==> src/rtl/text_overlay_ctrl_if.sv <==
// ============================================================================
// Module      : text_overlay_ctrl_if
// Description : Write, clear, pixel and glyph-ROM signals of the text overlay.
// Revision    : 1.0 - initial release
// ============================================================================
`default_nettype none

interface text_overlay_ctrl_if #(
    parameter int COLS = 16,
    parameter int ROWS = 4
);
    localparam int CW = $clog2(COLS);
    localparam int RW = $clog2(ROWS);

    logic          wr_valid;
    logic          wr_ready;
    logic [CW-1:0] wr_col;
    logic [RW-1:0] wr_row;
    logic [7:0]    wr_char;
    logic          clr_req;
    logic          busy;
    logic          px_valid;
    logic [9:0]    px_x;
    logic [9:0]    px_y;
    logic [7:0]    ch;
    logic [2:0]    xoff;
    logic [2:0]    yoff;
    logic          rom_pixel;
    logic          text_valid;
    logic          text_on;

    modport master (
        output wr_valid, wr_col, wr_row, wr_char, clr_req,
        output px_valid, px_x, px_y, rom_pixel,
        input  wr_ready, busy, ch, xoff, yoff, text_valid, text_on
    );

    modport slave (
        input  wr_valid, wr_col, wr_row, wr_char, clr_req,
        input  px_valid, px_x, px_y, rom_pixel,
        output wr_ready, busy, ch, xoff, yoff, text_valid, text_on
    );
endinterface

`default_nettype wire

==> src/rtl/text_overlay_ctrl.sv <==
// ============================================================================
// Module      : text_overlay_ctrl
// Description : Text buffer, clear engine and 3-stage char-ROM pixel pipeline.
// Revision    : 1.0 - initial release
// ============================================================================
`default_nettype none

module text_overlay_ctrl #(
    parameter int COLS       = 16,
    parameter int ROWS       = 4,
    parameter int X0         = 0,
    parameter int Y0         = 0,
    parameter int SCALE_LOG2 = 1
) (
    input  logic                 clk,
    input  logic                 rst,
    text_overlay_ctrl_if.slave   bus
);
    localparam int CW    = $clog2(COLS);
    localparam int RW    = $clog2(ROWS);
    localparam int AW    = CW + RW;
    localparam int DEPTH = COLS * ROWS;
    localparam int REG_W = COLS * 8 * (1 << SCALE_LOG2);
    localparam int REG_H = ROWS * 8 * (1 << SCALE_LOG2);
    localparam int SH    = 3 + SCALE_LOG2;

    localparam logic [7:0]    c_BLANK  = 8'h20;
    localparam logic [7:0]    c_CH_MIN = 8'd65;
    localparam logic [7:0]    c_CH_MAX = 8'd90;
    localparam logic [AW-1:0] c_LAST   = AW'(DEPTH - 1);

    typedef enum logic [0:0] {
        ST_IDLE  = 1'b0,
        ST_CLEAR = 1'b1
    } state_t;

    state_t        state_q, state_d;
    logic [AW-1:0] clr_addr_q, clr_addr_d;
    logic          wr_ready_d;
    logic          wr_fire_d;

    logic [7:0]    mem_q [DEPTH];

    // ---------------- clear engine ----------------
    always_ff @(posedge clk) begin
        if (rst) begin
            state_q    <= ST_CLEAR;
            clr_addr_q <= '0;
        end else begin
            state_q    <= state_d;
            clr_addr_q <= clr_addr_d;
        end
    end

    always_comb begin
        state_d    = state_q;
        clr_addr_d = clr_addr_q;
        case (state_q)
            ST_IDLE: begin
                clr_addr_d = '0;
                if (bus.clr_req) begin
                    state_d = ST_CLEAR;
                end
            end
            ST_CLEAR: begin
                clr_addr_d = clr_addr_q + 1'b1;
                if (clr_addr_q == c_LAST) begin
                    state_d    = ST_IDLE;
                    clr_addr_d = '0;
                end
            end
            default: begin
                state_d    = ST_CLEAR;
                clr_addr_d = '0;
            end
        endcase
    end

    // A clear request in the same cycle as a write steals the slot.
    assign wr_ready_d   = (state_q == ST_IDLE) && !bus.clr_req;
    assign wr_fire_d    = bus.wr_valid && wr_ready_d;
    assign bus.wr_ready = wr_ready_d;
    assign bus.busy     = (state_q == ST_CLEAR);

    always_ff @(posedge clk) begin
        if (!rst && state_q == ST_CLEAR) begin
            mem_q[clr_addr_q] <= c_BLANK;
        end else if (!rst && wr_fire_d) begin
            mem_q[{bus.wr_row, bus.wr_col}] <= bus.wr_char;
        end
    end

    // ---------------- S1: coordinate mapping ----------------
    logic [9:0]    rx_d, ry_d;
    logic          hit_d;
    logic [CW-1:0] col_d;
    logic [RW-1:0] row_d;
    logic [2:0]    xo_d, yo_d;

    assign rx_d  = bus.px_x - 10'(X0);
    assign ry_d  = bus.px_y - 10'(Y0);
    assign hit_d = bus.px_valid
                && (bus.px_x >= 10'(X0)) && ({22'd0, rx_d} < 32'(REG_W))
                && (bus.px_y >= 10'(Y0)) && ({22'd0, ry_d} < 32'(REG_H));
    assign col_d = CW'(rx_d >> SH);
    assign row_d = RW'(ry_d >> SH);
    assign xo_d  = 3'(rx_d >> SCALE_LOG2);
    assign yo_d  = 3'(ry_d >> SCALE_LOG2);

    logic          s1_valid_q, s1_hit_q;
    logic [2:0]    s1_xoff_q, s1_yoff_q;
    logic [AW-1:0] s1_addr_q;

    // ---------------- S2: buffer read, ROM drive ----------------
    logic [7:0] rd_data_d;
    logic       disp_d;

    assign rd_data_d = mem_q[s1_addr_q];
    assign disp_d    = (rd_data_d >= c_CH_MIN) && (rd_data_d <= c_CH_MAX);

    logic       s2_valid_q, s2_hit_q, s2_disp_q;
    logic [7:0] ch_q;
    logic [2:0] xoff_q, yoff_q;

    // ---------------- S3: registered pixel ----------------
    logic text_valid_q, text_on_q;

    always_ff @(posedge clk) begin
        if (rst) begin
            s1_valid_q   <= 1'b0;
            s1_hit_q     <= 1'b0;
            s1_xoff_q    <= 3'd0;
            s1_yoff_q    <= 3'd0;
            s1_addr_q    <= '0;
            s2_valid_q   <= 1'b0;
            s2_hit_q     <= 1'b0;
            s2_disp_q    <= 1'b0;
            ch_q         <= c_CH_MIN;
            xoff_q       <= 3'd0;
            yoff_q       <= 3'd0;
            text_valid_q <= 1'b0;
            text_on_q    <= 1'b0;
        end else begin
            s1_valid_q   <= bus.px_valid;
            s1_hit_q     <= hit_d;
            s1_xoff_q    <= xo_d;
            s1_yoff_q    <= yo_d;
            s1_addr_q    <= {row_d, col_d};
            s2_valid_q   <= s1_valid_q;
            s2_hit_q     <= s1_hit_q;
            s2_disp_q    <= disp_d;
            // Non-glyph codes are parked on 'A' so the ROM index stays legal.
            ch_q         <= disp_d ? rd_data_d : c_CH_MIN;
            xoff_q       <= s1_xoff_q;
            yoff_q       <= s1_yoff_q;
            text_valid_q <= s2_valid_q;
            text_on_q    <= s2_valid_q && s2_hit_q && s2_disp_q && bus.rom_pixel;
        end
    end

    assign bus.ch         = ch_q;
    assign bus.xoff       = xoff_q;
    assign bus.yoff       = yoff_q;
    assign bus.text_valid = text_valid_q;
    assign bus.text_on    = text_on_q;

endmodule

`default_nettype wire
==> src/flat_wrapper.sv <==
// flat-port wrapper written by rule: the top's interface ports become plain ports
module text_overlay_ctrl_flat 
#(
    parameter int COLS       = 16,
    parameter int ROWS       = 4,
    parameter int X0         = 0,
    parameter int Y0         = 0,
    parameter int SCALE_LOG2 = 1
)
  (clk, rst, bus_wr_valid, bus_wr_col, bus_wr_row, bus_wr_char, bus_clr_req, bus_px_valid, bus_px_x, bus_px_y, bus_rom_pixel, bus_wr_ready, bus_busy, bus_ch, bus_xoff, bus_yoff, bus_text_valid, bus_text_on);
  text_overlay_ctrl_if #(.COLS(COLS), .ROWS(ROWS)) bus_i ();
  input  logic clk;
  input  logic rst;
  input wire logic [$bits(bus_i.wr_valid)-1:0] bus_wr_valid;
  input wire logic [$bits(bus_i.wr_col)-1:0] bus_wr_col;
  input wire logic [$bits(bus_i.wr_row)-1:0] bus_wr_row;
  input wire logic [$bits(bus_i.wr_char)-1:0] bus_wr_char;
  input wire logic [$bits(bus_i.clr_req)-1:0] bus_clr_req;
  input wire logic [$bits(bus_i.px_valid)-1:0] bus_px_valid;
  input wire logic [$bits(bus_i.px_x)-1:0] bus_px_x;
  input wire logic [$bits(bus_i.px_y)-1:0] bus_px_y;
  input wire logic [$bits(bus_i.rom_pixel)-1:0] bus_rom_pixel;
  output wire logic [$bits(bus_i.wr_ready)-1:0] bus_wr_ready;
  output wire logic [$bits(bus_i.busy)-1:0] bus_busy;
  output wire logic [$bits(bus_i.ch)-1:0] bus_ch;
  output wire logic [$bits(bus_i.xoff)-1:0] bus_xoff;
  output wire logic [$bits(bus_i.yoff)-1:0] bus_yoff;
  output wire logic [$bits(bus_i.text_valid)-1:0] bus_text_valid;
  output wire logic [$bits(bus_i.text_on)-1:0] bus_text_on;
  assign bus_i.wr_valid = bus_wr_valid;
  assign bus_i.wr_col = bus_wr_col;
  assign bus_i.wr_row = bus_wr_row;
  assign bus_i.wr_char = bus_wr_char;
  assign bus_i.clr_req = bus_clr_req;
  assign bus_i.px_valid = bus_px_valid;
  assign bus_i.px_x = bus_px_x;
  assign bus_i.px_y = bus_px_y;
  assign bus_i.rom_pixel = bus_rom_pixel;
  assign bus_wr_ready = bus_i.wr_ready;
  assign bus_busy = bus_i.busy;
  assign bus_ch = bus_i.ch;
  assign bus_xoff = bus_i.xoff;
  assign bus_yoff = bus_i.yoff;
  assign bus_text_valid = bus_i.text_valid;
  assign bus_text_on = bus_i.text_on;
  text_overlay_ctrl #(.COLS(COLS), .ROWS(ROWS), .X0(X0), .Y0(Y0), .SCALE_LOG2(SCALE_LOG2)) u_core (.clk(clk), .rst(rst), .bus(bus_i));
endmodule
==> config.mk <==
export PLATFORM = sky130hd
export DESIGN_NAME = text_overlay_ctrl_flat
export DESIGN_NICKNAME = d
export VERILOG_FILES = /design/src/rtl/text_overlay_ctrl_if.sv /design/src/rtl/text_overlay_ctrl.sv /design/src/flat_wrapper.sv
export SDC_FILE = /design/constraint.sdc
export NUM_CORES = 1
export LEC_CHECK = 0
export CAP_MARGIN = 20
export CORE_UTILIZATION = 30
export CTS_BUF_LIST = sky130_fd_sc_hd__clkbuf_8
export DETAILED_ROUTE_END_ITERATION = 7
export PLACE_DENSITY = 0.44
export RECOVER_POWER = 25
export SYNTH_ARGS = -nofsm -noshare
export SYNTH_HDL_FRONTEND = slang
export SYNTH_SLANG_ARGS = --single-unit
export TNS_END_PERCENT = 30
==> constraint.sdc <==
create_clock -name clk -period 4.2 [get_ports clk]
set_clock_uncertainty 0.1 [all_clocks]
set_input_delay 0.84 -clock clk [delete_from_list [all_inputs] [get_ports clk]]
set_output_delay 0.84 -clock clk [all_outputs]
set_load 0.01 [all_outputs]
==> impl_metrics.tcl, run 1 <==
set metrics [dict create \
    outcome "finished with violations" \
    violations "max-capacitance violations, max-slew violations" \
    setup_ws_ns 0.490 \
    gp_congestion 0.764 \
    rsz0062_at_grt "no" \
    cp.required_ns 4.44 \
    core_mm2 0.0701 \
    row_count 97 \
    ios 58 \
    initial_core_util 0.303 \
    worst_setup_path_start_kind "primary input" \
    postCtsSetupBuffers 0 \
    grt_max_degree 65 \
    power_frac_seq 0.536 \
    cts_resized 0 \
    synth.yosys.warnings 0 \
    clkPwrFrac 0.424 \
    drc 0 \
    stdcell_area_mm2 0.0257 \
    drtPass1Iterations 5 \
    mostFrequentLayoutCells "edfxtp_1 (512), mux4_2 (129), buf_4 (111), clkbuf_8 (101), nor2_1 (90)" \
    critPathArrivalTime_ns 3.95 \
    fill_cells 6687 \
    cts_buffers 98 \
    peakVddDrop_mv 0.205 \
    nets 1346 \
    fin_util 0.366 \
    drive_gt1_frac 0.278 \
    wl_per_cell_um 24.3 \
    place.port_buffers 55 \
    clock_sinks 552 \
    intPower_mw 8.65 \
    hpwlAfterDp_um 35400 \
    period_needed_ns 3.71 \
    fin_tns_setup_ns 0 \
    grt_busiest_layer "met2" \
    maxCapViolCount 1 \
    max_freq_mhz 270 \
    dieArea_mm2 0.0720 \
    grt_pass1_vias 11600 \
    avgSynthCellArea_um2 19.8 \
    die_w_um 268 \
    multi_input_area_mm2 0.00484 \
    use_met3 0.0429 \
    ff_latch_area_mm2 0.0162 \
    syn_area_mm2 0.0213 \
    setup_viol 0 \
    path_class "in -> reg" \
    h-tree-depth 3 \
    die_y_um 268 \
    overflow 0 \
    synthArstFlopShare 0 \
    yosysUniqueCellTypes 57 \
    holdBufCountCts 0 \
    p_leak_nw 7.64 \
    area_growth_pct 20.5 \
    synthCells 1075 \
    place_area_mm2 0.0238 \
    clock_latency_ns 0.68 \
    cts_tree "built" \
    via_count 11000 \
    grt_pass1_wl_um 81200 \
    routed_wl_um 56600 \
    crit_path_end_kind "register" \
    cts_buffer_depth 3 \
    grtUsageTotal 0.161 \
    final_common_cell "edfxtp_1" \
    gr-usage-met2 0.256 \
    grt_antenna_before_repair 1 \
    p_comb_frac 0.040 \
    layoutNonFillerInstCount 2329 \
    viasPerCell 4.71 \
    place_ws_ns 0.398 \
    ys.flop_type "edfxtp_1" \
    tightest_slew_ns 1.53 \
    grt_util_met1 0.212 \
    clkTransAtPathRegs_ns 0.05 \
    power_density_mw_per_mm2 435 \
    slew_headroom -0.0212 \
    synth_edf_count 512 \
    yosysSeqAreaShare 0.760 \
    synth.area.top_cells "edfxtp_1 (72%), mux4_2 (14%), dfxtp_1 (3.8%)" \
    min_path_type "reg -> reg" \
    yosysTopAreaCell "edfxtp_1" \
    drtIter0Drc 722 \
    power_switching_share 0.225 \
    maxSlewViolCount 22 \
    clockRootBuffer "clkbuf_8" \
    ys_seq_elements 552 \
    final.period_utilization 0.883 \
    yosysTopAreaCellShare 0.722 \
    p_sw_mw 2.51 \
    ant_nets 0 \
    critPathMaxFanout 40 \
    placedCellCount 2145 \
    final_hold_viol_count 0 \
]
cell usage after synthesis, drive strengths merged (2+ instances only):
library cell  number
nand4              5
or2                3
nor3               4
o31ai              4
or3                5
o32a               2
a22oi             14
mux4             129
mux2i             17
o22ai              6
xor2               2
mux2               2
nor2b             29
a32oi              6
inv               13
nor3b              8
a21oi              5
clkinv             2
a211oi             9
and2              10
nor2              90
nand3b             3
o21a               5
nand3             16
clkbuf            21
nor4               3
edfxtp           512
and3               2
o21ai              9
a221oi             3
nand2             41
dfxtp             40
a31oi              4
conb               2
nand2b             6
buf               27
o221ai             2
cell families after synthesis:
kind of cell / share of synthesized area
DFF: 0.760
and+or+nand+nor: 0.0520
adders and majority gates: 0.000588
muxes: 0.146
other: 0.000353
xor gates and xnor gates: 0.00123
buffers and inverters: 0.0135
AOI/OAI and AO/OA: 0.0268
final timing paths:
| path | to | cells past startpoint | startpoint | slack (ns) |
|---|---|---|---|---|
| worst max-delay path | u_core.mem_q[58][4]$_DFFE_PP_ | 4 | rst | 0.49 |
| worst min register to register | u_core.bus.xoff[2]$_SDFF_PP0_ | 1 | u_core.s1_xoff_q[2]$_SDFF_PP0_ | 0.34 |
| worst max register to register | u_core.s2_disp_q$_SDFF_PP0_ | 10 | register | 0.56 |
| worst min-delay path | u_core.bus.xoff[2]$_SDFF_PP0_ | 1 | u_core.s1_xoff_q[2]$_SDFF_PP0_ | 0.34 |
cell type report:
type / instances / area share
diodes: 1 / 0.0000976
clock buffers: 101 / 0.0542
clock inverters: 82 / 0.0184
inverters: 15 / 0.00220
multi-input cells: 461 / 0.189
flip-flops and latches: 552 / 0.631
well taps: 940 / 0.0459
repair buffers: 177 / 0.0595
through the flow:
step | hold WS (ns) | total power, mW
detailed placement | 0.328 | 6.55
global placement | 0.321 | 6.55
finish | 0.340 | 11.2
CTS | 0.343 | 11.3
floorplan | 0.314 | 6.34
global route | 0.363 | 11.6
layer usage:
metal	share of wire	vias up	wire length [µm]
li1	-	4863	-
met1	0.44	5725	25100
met2	0.47	294	26700
met3	0.060	94	3410
met4	0.024	2	1370
met5	0.00030	-	17
sequential cells by signal, summed over array words and instances (netlist names), named ones only:
signal and count:
u_core.bus.xoff 3, u_core.bus.text_on 1, u_core.s1_yoff_q 3, u_core.s1_hit_q 1, u_core.mem_q 512, u_core.bus.busy 1, u_core.clr_addr_q 6, u_core.s2_disp_q 1
u_core.bus.yoff 3, u_core.s1_xoff_q 3, u_core.s1_valid_q 1, u_core.bus.text_valid 1, u_core.s2_valid_q 1, u_core.s2_hit_q 1, u_core.bus.ch 8
power groups by stage:
stage	combinational (mW)	clock [mW]	sequential, mW
2_1_floorplan	0.260	0	6.08
3_3_place_gp	0.451	0	6.10
3_5_place_dp	0.451	0	6.10
4_1_cts	0.453	4.89	5.98
5_1_grt	0.477	5.11	5.98
6_report	0.447	4.73	5.98
worst max-delay path: stages:
cell,delay [ns]
dlygate4sd3_1,0.62
nor4b_4,0.42
and2_0,1.14
clkbuf_2,0.87
Power figures use the tool's default switching activity.
==> inputs of run 2 (changes only) <==
--- a/config.mk
+++ b/config.mk
@@ -6,6 +6,7 @@
 export NUM_CORES = 1
 export LEC_CHECK = 0
 export CAP_MARGIN = 20
+export CORE_MARGIN = 2
 export CORE_UTILIZATION = 30
 export CTS_BUF_LIST = sky130_fd_sc_hd__clkbuf_8
 export DETAILED_ROUTE_END_ITERATION = 7
==> run 2 against run 1 <==
- the run still ends with max-capacitance violations, max-slew violations left
- die area increased by 1.5%
- worst setup slack gained 0.11 ns
- core utilization decreased by 0.21 points
- first-iteration DRC count grew 33%
- worst hold slack worse by 0.0040 ns
- critical path type is now reg -> reg
- highest routed layer is now met4
==> impl_metrics.tcl, run 2 (synthesized netlist as in run 1, its figures left out) <==
set metrics [dict create \
    outcome "finished with violations" \
    violations "max-capacitance violations, max-slew violations" \
    finalPower_mw 11.0 \
    use_met3 0.0372 \
    regMostFlops "u_core.mem_q" \
    intPower_mw 8.52 \
    holdBufCountCts 0 \
    rrSetupSlack_ns 0.60 \
    final.period_utilization 0.857 \
    viasPerCell 4.78 \
    gp_congestion 0.758 \
    clock_latency_ns 0.70 \
    drtPass1Iterations 5 \
    drive_gt1_frac 0.273 \
    fill_cells 6669 \
    gr-usage-met2 0.246 \
    fin_tns_setup_ns 0 \
    clkTransAtPathRegs_ns 0.06 \
    cts_buffer_depth 3 \
    final_common_cell "edfxtp_1" \
    grt_pass1_wl_um 81200 \
    grt_antenna_before_repair 0 \
    power_switching_share 0.227 \
    r2r_cells 7 \
    maxSlewViolCount 124 \
    setup_viol 0 \
    grt_util_met1 0.208 \
    largest_register_ffs 512 \
    peakVddDrop_mv 0.256 \
    grt_pass1_vias 11600 \
    worst_setup_path_start_kind "register" \
    maxCapViolCount 3 \
    mostFrequentLayoutCells "edfxtp_1 (512), mux4_2 (129), clkbuf_8 (98), buf_4 (92), nor2_1 (90)" \
    p_comb_frac 0.040 \
    slew_headroom -0.276 \
    ios 58 \
    dieArea_mm2 0.0731 \
    power_frac_seq 0.543 \
    row_count 97 \
    crit_path_end_kind "register" \
    via_count 11100 \
    stdcell_area_mm2 0.0255 \
    min_path_type "reg -> reg" \
    h-tree-depth 3 \
    core_mm2 0.0701 \
    cp.required_ns 4.68 \
    max_freq_mhz 278 \
    ant_nets 0 \
    period_needed_ns 3.60 \
    min_path_cells 1 \
    p_sw_mw 2.51 \
    overflow 0 \
    initial_core_util 0.303 \
    routed_wl_um 55900 \
    postCtsSetupBuffers 0 \
    cts_buffers 96 \
    critPathMaxFanout 26 \
    die_y_um 270 \
    grt_busiest_layer "met2" \
    clkPwrFrac 0.418 \
    area_growth_pct 19.8 \
    drtIter0Drc 961 \
    drc 0 \
    power_density_mw_per_mm2 433 \
    die_w_um 270 \
    final_hold_viol_count 0 \
    grtUsageTotal 0.154 \
    r2r-end "u_core.bus.ch[4]$_SDFF_PP0_" \
    cts_resized 0 \
    grt_max_degree 65 \
    critPathArrivalTime_ns 4.08 \
    hpwlAfterDp_um 34900 \
    wl_per_cell_um 24.2 \
    place.port_buffers 55 \
    cts_tree "built" \
    tightest_slew_ns 1.91 \
    path_class "reg -> reg" \
    worstHoldStart "u_core.s1_yoff_q[2]$_SDFF_PP0_" \
    min_to "u_core.bus.yoff[2]$_SDFF_PP0_" \
    rsz0062_at_grt "no" \
    place_area_mm2 0.0238 \
    clock_sinks 552 \
    p_leak_nw 7.47 \
    clockRootBuffer "clkbuf_8" \
    nets 1328 \
]
[run 2: power groups by stage]
stage	clock (mW)	combinational (mW)	sequential, mW
3_5_place_dp	0	0.444	6.10
4_1_cts	4.76	0.446	5.99
2_1_floorplan	0	0.260	6.08
6_report	4.61	0.438	5.99
5_1_grt	5.00	0.468	5.99
3_3_place_gp	0	0.443	6.10
[run 2: final cells by class]
type                    instances  area [µm²]  area share
diodes                          2        5.00    0.000196
clock buffers                  98        1350      0.0529
clock inverters                81         444      0.0174
inverters                      15        56.3     0.00221
multi-input cells             461        4830       0.189
flip-flops and latches        552       16200       0.635
well taps                     940        1180      0.0461
repair buffers                161        1460      0.0573
[run 2: worst max-delay path by stage]
stage | from | to | depth (start not counted)
6_report | register | u_core.bus.ch[4]$_SDFF_PP0_ | 7
3_3_place_gp | bus_clr_req | u_core.mem_q[15][7]$_DFFE_PP_ | 7
4_1_cts | register | u_core.bus.ch[4]$_SDFF_PP0_ | 7
3_5_place_dp | rst | u_core.mem_q[15][7]$_DFFE_PP_ | 7
5_1_grt | register | u_core.bus.ch[4]$_SDFF_PP0_ | 7
2_1_floorplan | bus_clr_req | u_core.mem_q[0][0]$_DFFE_PP_ | 3
[run 2: metrics by stage]
step,utilization,instances,setup slack (ns),hold slack [ns]
floorplan,-,1076,1.13,0.314
global placement,0.339,2129,0.542,0.321
detailed placement,0.339,2129,0.484,0.326
CTS,0.364,2308,0.613,0.341
global route,0.364,2308,0.382,0.353
finish,0.364,2310,0.599,0.336
[run 2: critical path, cell delays in order (launching register included)]
cell      delay [ns]
dfxtp_4         0.75
buf_12          0.29
mux4_2          0.53
a22oi_1         0.33
nand4_1         0.32
a22oi_1         0.65
a211oi_1        0.19
nor3b_1         0.28
[run 2: metal layers]
layer / vias to the layer above / routed length, µm / share of wire
met5: - / 0 / 0
met4: 0 / 1430 / 0.026
met3: 105 / 3440 / 0.062
met2: 365 / 26700 / 0.48
met1: 5748 / 24300 / 0.44
li1: 4834 / - / -
==> inputs of run 3 (changes only) <==
--- a/config.mk
+++ b/config.mk
@@ -8,9 +8,8 @@
 export CAP_MARGIN = 20
 export CORE_MARGIN = 2
 export CORE_UTILIZATION = 30
-export CTS_BUF_LIST = sky130_fd_sc_hd__clkbuf_8
 export DETAILED_ROUTE_END_ITERATION = 7
-export PLACE_DENSITY = 0.44
+export PLACE_DENSITY = 0.52
 export RECOVER_POWER = 25
 export SYNTH_ARGS = -nofsm -noshare
 export SYNTH_HDL_FRONTEND = slang
==> run 3 against run 2 <==
- the run still ends with max-capacitance violations, max-slew violations left
- fmax up 0.76%
- worst setup slack better by 0.027 ns
- critical path depth decreased by 1
- sequential share of layout area down 0.45 points
- clock-buffer cell count decreased by 17
- sequential cell count is the same
- final cell count down 3.1%
- critical path type is now in -> reg
- critical endpoint is now u_core.mem_q[21][6]$_DFFE_PP_
- final area increased by 0.71%
- first-iteration DRC count grew 7.9%
==> impl_metrics.tcl, run 3 (synthesized netlist as in run 1, its figures left out) <==
set metrics [dict create \
    maxCapViolCount 1 \
    final_hold_viol_count 0 \
    overflow 0 \
    final.period_utilization 0.851 \
    tightest_slew_ns 1.51 \
    clock_latency_ns 0.62 \
    holdBufCountCts 0 \
    drive_gt1_frac 0.265 \
    via_count 10900 \
    drtIter0Drc 1037 \
    cts_resized 0 \
    fin_tns_setup_ns 0 \
    max_freq_mhz 280 \
    worst_setup_path_start_kind "primary input" \
    setup_ws_ns 0.626 \
    largest_register_ffs 512 \
    hpwlAfterDp_um 33500 \
    die_w_um 270 \
    grt_antenna_before_repair 0 \
    min_path_type "reg -> reg" \
    gp_congestion 0.795 \
    grt_pass1_wl_um 77900 \
    dieArea_mm2 0.0731 \
    ant_nets 0 \
    postCtsSetupBuffers 0 \
    ios 58 \
    ff_latch_area_mm2 0.0162 \
    rsz0062_at_grt "no" \
    final_common_cell "edfxtp_1" \
    clock_sinks 552 \
    area_growth_pct 20.7 \
    clkTransAtPathRegs_ns 0.06 \
    fill_cells 6568 \
    p_leak_nw 7.49 \
    die_y_um 270 \
    drtPass1Iterations 7 \
    antenna_cells 0 \
    initial_core_util 0.303 \
    cp.required_ns 4.32 \
    drc 0 \
    cts_tree "built" \
    crit_path_end_kind "register" \
    power_density_mw_per_mm2 454 \
    setup_viol 0 \
    cts_buffer_depth 3 \
    wl_per_cell_um 23.6 \
    place.port_buffers 55 \
    place_ws_ns 0.114 \
    multi_input_area_mm2 0.00484 \
    routed_wl_um 52900 \
    period_needed_ns 3.57 \
    outcome "finished with violations" \
    slew_headroom -0.00671 \
    regMostFlops "u_core.mem_q" \
    row_count 97 \
    viasPerCell 4.89 \
    grt_max_degree 65 \
    grtUsageTotal 0.146 \
    nets 1291 \
    grt_pass1_vias 11300 \
    critPathMaxFanout 17 \
    cts_buffers 58 \
    critPathArrivalTime_ns 3.69 \
    peakVddDrop_mv 0.307 \
    core_mm2 0.0701 \
    clockRootBuffer "clkbuf_16" \
    maxSlewViolCount 64 \
    h-tree-depth 2 \
    mostFrequentLayoutCells "edfxtp_1 (512), mux4_2 (129), buf_4 (92), nor2_1 (90), clkbuf_16 (61)" \
    violations "max-capacitance violations, max-slew violations" \
    path_class "in -> reg" \
]
-- run 3: changes by cell type in the layout (fill, tap and decap cells not counted), moves of 4 or more --
cell	before	now
clkinvlp_4	6	2
clkbuf_8	98	10
clkbuf_16	0	61
clkinv_1	35	9
inv_1	34	12
dlygate4sd3_1	1	14
clkdlybuf4s50_1	54	41
clkbuf_1	1	10
-- run 3: metal layers --
metal  vias to the layer above  track usage  wire length (µm)
met5                         -            0                 0
met4                         0       0.0474              1290
met3                        84       0.0278              3360
met2                       354        0.227             24500
met1                      5771        0.206             23800
li1                       4731            -                 -
-- run 3: area by class of cell --
cell class | count | share of cell area
multi-input combinational | 461 | 0.188
clock buffer | 81 | 0.0665
timing repair buffer | 162 | 0.0563
sequential | 552 | 0.630
clock inverter | 28 | 0.0105
tap | 940 | 0.0458
inverter | 15 | 0.00219
-- run 3: power breakdown --
group / switching (mW) / leakage (nW) / internal, mW
Sequential: 0.0411 / 4.38 / 5.95
Combinational: 0.230 / 2.13 / 0.201
Clock: 2.10 / 0.980 / 3.13
Total: 2.37 / 7.49 / 9.28
-- run 3: critical path, stage by stage --
cell	delay, ns
dlygate4sd3_1	0.61
buf_4	0.24
nand2b_1	0.22
o21ai_0	0.72
nand2_1	0.17
nor2_1	0.88
-- run 3: through the flow --
| stage | hold WS [ns] | instances | instance area, µm² | utilization | power, mW |
|---|---|---|---|---|---|
| global route | 0.360 | 2239 | 25700 | 0.366 | 12.0 |
| global placement | 0.321 | 2128 | 23700 | 0.338 | 6.54 |
| floorplan | 0.314 | 1076 | 21300 | - | 6.34 |
| detailed placement | 0.324 | 2128 | 23700 | 0.338 | 6.54 |
| CTS | 0.340 | 2237 | 25700 | 0.366 | 11.8 |
| finish | 0.336 | 2239 | 25700 | 0.366 | 11.7 |
-- run 3: worst paths after layout --
check                                                    start  depth (start not counted)  slack [ns]                       endpoint
worst max-delay path                                       rst                          6        0.63  u_core.mem_q[21][6]$_DFFE_PP_
worst min-delay path            u_core.s1_xoff_q[2]$_SDFF_PP0_                          1        0.34  u_core.bus.xoff[2]$_SDFF_PP0_
worst max register to register                        register                          8        0.71    u_core.bus.ch[2]$_SDFF_PP0_
worst min register to register  u_core.s1_xoff_q[2]$_SDFF_PP0_                          1        0.34  u_core.bus.xoff[2]$_SDFF_PP0_
==> variant, RTL diff (settings of run 2) <==
Take the reset off `clr_addr_q` and load it in a clocked block of its own.
--- a/src/rtl/text_overlay_ctrl.sv
+++ b/src/rtl/text_overlay_ctrl.sv
@@ -47,7 +47,9 @@
             state_q    <= ST_CLEAR;
-            clr_addr_q <= '0;
         end else begin
             state_q    <= state_d;
-            clr_addr_q <= clr_addr_d;
         end
+    end
+
+    always_ff @(posedge clk) begin
+        clr_addr_q <= clr_addr_d;
     end
Behaviour: no difference found for any inputs over 4 cycles, from zero or initial values and one cycle with rst high; that may be too few to reach the edited logic, so the function may still have changed.
==> variant against run 2 <==
  * Maximum frequency decreased by 6.1%
  * Design area about the same
  * Critical path type is now in -> reg
  * Highest routed layer unchanged
  * Non-clock buffer count increased by 10
  * Setup slack got worse by 0.23 ns
  * Hold slack got worse by 0.0063 ns
  * Sequential cell count unchanged
  * Via count decreased by 0.49%
  * Sequential share of layout area increased by 0.067 points
  * Synthesized area increased by 0.25%
  * First-iteration DRC count increased by 4.5%
  * Routed wire length decreased by 0.29%
Power is not compared: it rests on default switching activity, and its combinational part moved more than twofold at a synthesized area within 25%.
==> variant: results (changes against run 2) <==
- The area of placed instances was 0.02376 mm2 (about the same).
- The fraction of area in clock buffers and inverters was 0.06924 (was 0.07030).
- Outcome: finished clean (was complete, but fails checks)
- The sum of routed wire segments on met1 was 26000 um (was 24340 um).
* 1st-iter DRT viols: 1004 (was 961)
- Via count of the first global-routing pass: 11359 (was 11596)
- Via-to-Cell Ratio: 4.801 (was 4.784)
* Count of clock buffers in the final design: 104 (was 98)
- Transition time of the tightest slew-check pin: 1.486 ns (was 1.913 ns)
- The share of final layout cell area taken by non-clock buffers is 0.05765 (was 0.05725).
- The count of nets after finishing was 1316 (was 1328).
* Synth Instances: 1059 (was 1075)
* Number of signal-net buffers in the layout: 171 (was 161)
* Count of filler cells inserted in the layout: 6510 (was 6669)
- Sequential fraction of the synthesis area: 0.7581 (was 0.7600)
- The number of cells in the finished layout apart from fillers was 2291 (was 2310).
- Synth cell types: 53 (was 57)
- Post-detail-place hpwl: 35270 um (was 34900 um)
- Worst slack after detailed placement: 0.4436 ns (was 0.4845 ns)
- Multi-input combinational cell area: 0.004843 mm2 (was 0.004827 mm2)
- Number of antenna repair diodes: 2 (unchanged)
- Routability congestion estimate from global placement: 0.8027 (was 0.7578)
- The area taken by flip-flops and latches was 0.01619 mm2 (about the same).
* Fraction of met2 tracks used by global routing: 0.2287 (was 0.2465)
- Top post-synthesis cells by area: edfxtp_1 (72%), mux4_2 (14%), dfxtp_1 (3.8%) (unchanged)
- Signal inverters: 9 (was 15)
* First-pass iteration count of the detailed router: 5 (unchanged)
- The met3 capacity usage during global routing is 0.03071 (was 0.03716).
* Number of enable flip-flop cells after synthesis: 512 (unchanged)
- Synth cell count leaders: edfxtp_1 (512), mux4_2 (134), nor2_1 (79) (was edfxtp_1 (512), mux4_2 (129), nor2_1 (90)).
- Placed Cells: 2120 (was 2129)
* Worst path arrival time: 4.11 ns (was 4.08 ns)
- The number of antenna violations at the first check in global routing is 5 (was 0).
- The clock network latency to the later pin of the worst-skew pair was 0.68 ns (was 0.70 ns).
- The met3 wire length is 2959 um (was 3439 um).
- Global-route wire length before repair: 80130 um (was 81210 um)
- TritonCTS buffer count: 93 (was 96)
- Met1 layer usage reported by global route: 0.2181 (was 0.2079)
* Total routing usage reported by global routing: 0.1525 (was 0.1545)
* Share of final-layout standard cells stronger than drive strength 1: 0.2876 (was 0.2734)
- The met2 layer wire length in the routed design came to 25250 um (was 26660 um).
- The multi-input combinational cell count is 448 (was 461).
- Critical hold path startpoint: u_core.s1_yoff_q[0] (was u_core.s1_yoff_q[2])
[variant: worst max-delay path: stages]
cell and delay (ns):
dlygate4sd3_1 0.59, nor4b_1 0.44, clkbuf_1 0.81, nand2_1 0.15
o21ai_0 0.23, nand2_1 0.51, nor2_1 0.31, buf_4 0.23
[variant: worst paths after layout]
path / end / slack, ns / cells past startpoint
min reg2reg: u_core.bus.yoff[0] / 0.33 / 1
min: u_core.bus.yoff[0] / 0.33 / 1
max reg2reg: u_core.bus.ch[0] / 0.41 / 6
max: u_core.mem_q[45][2] / 0.37 / 8
[variant: where the power goes]
group	leakage [nW]	switching (mW)	total [mW]	internal, mW
Combinational	2.23	0.618	0.996	0.379
Sequential	5.66	0.105	6.20	6.09
Clock	1.01	2.15	4.54	2.39
[variant: cell families after synthesis]
logic type	share of synthesized area
compound gates	0.02492
mux	0.1546
other cells	0.0003520
fa+ha+maj	0.0005863
flops	0.7581
simple gates	0.04504
buf+inv	0.01513
xor+xnor	0.001232
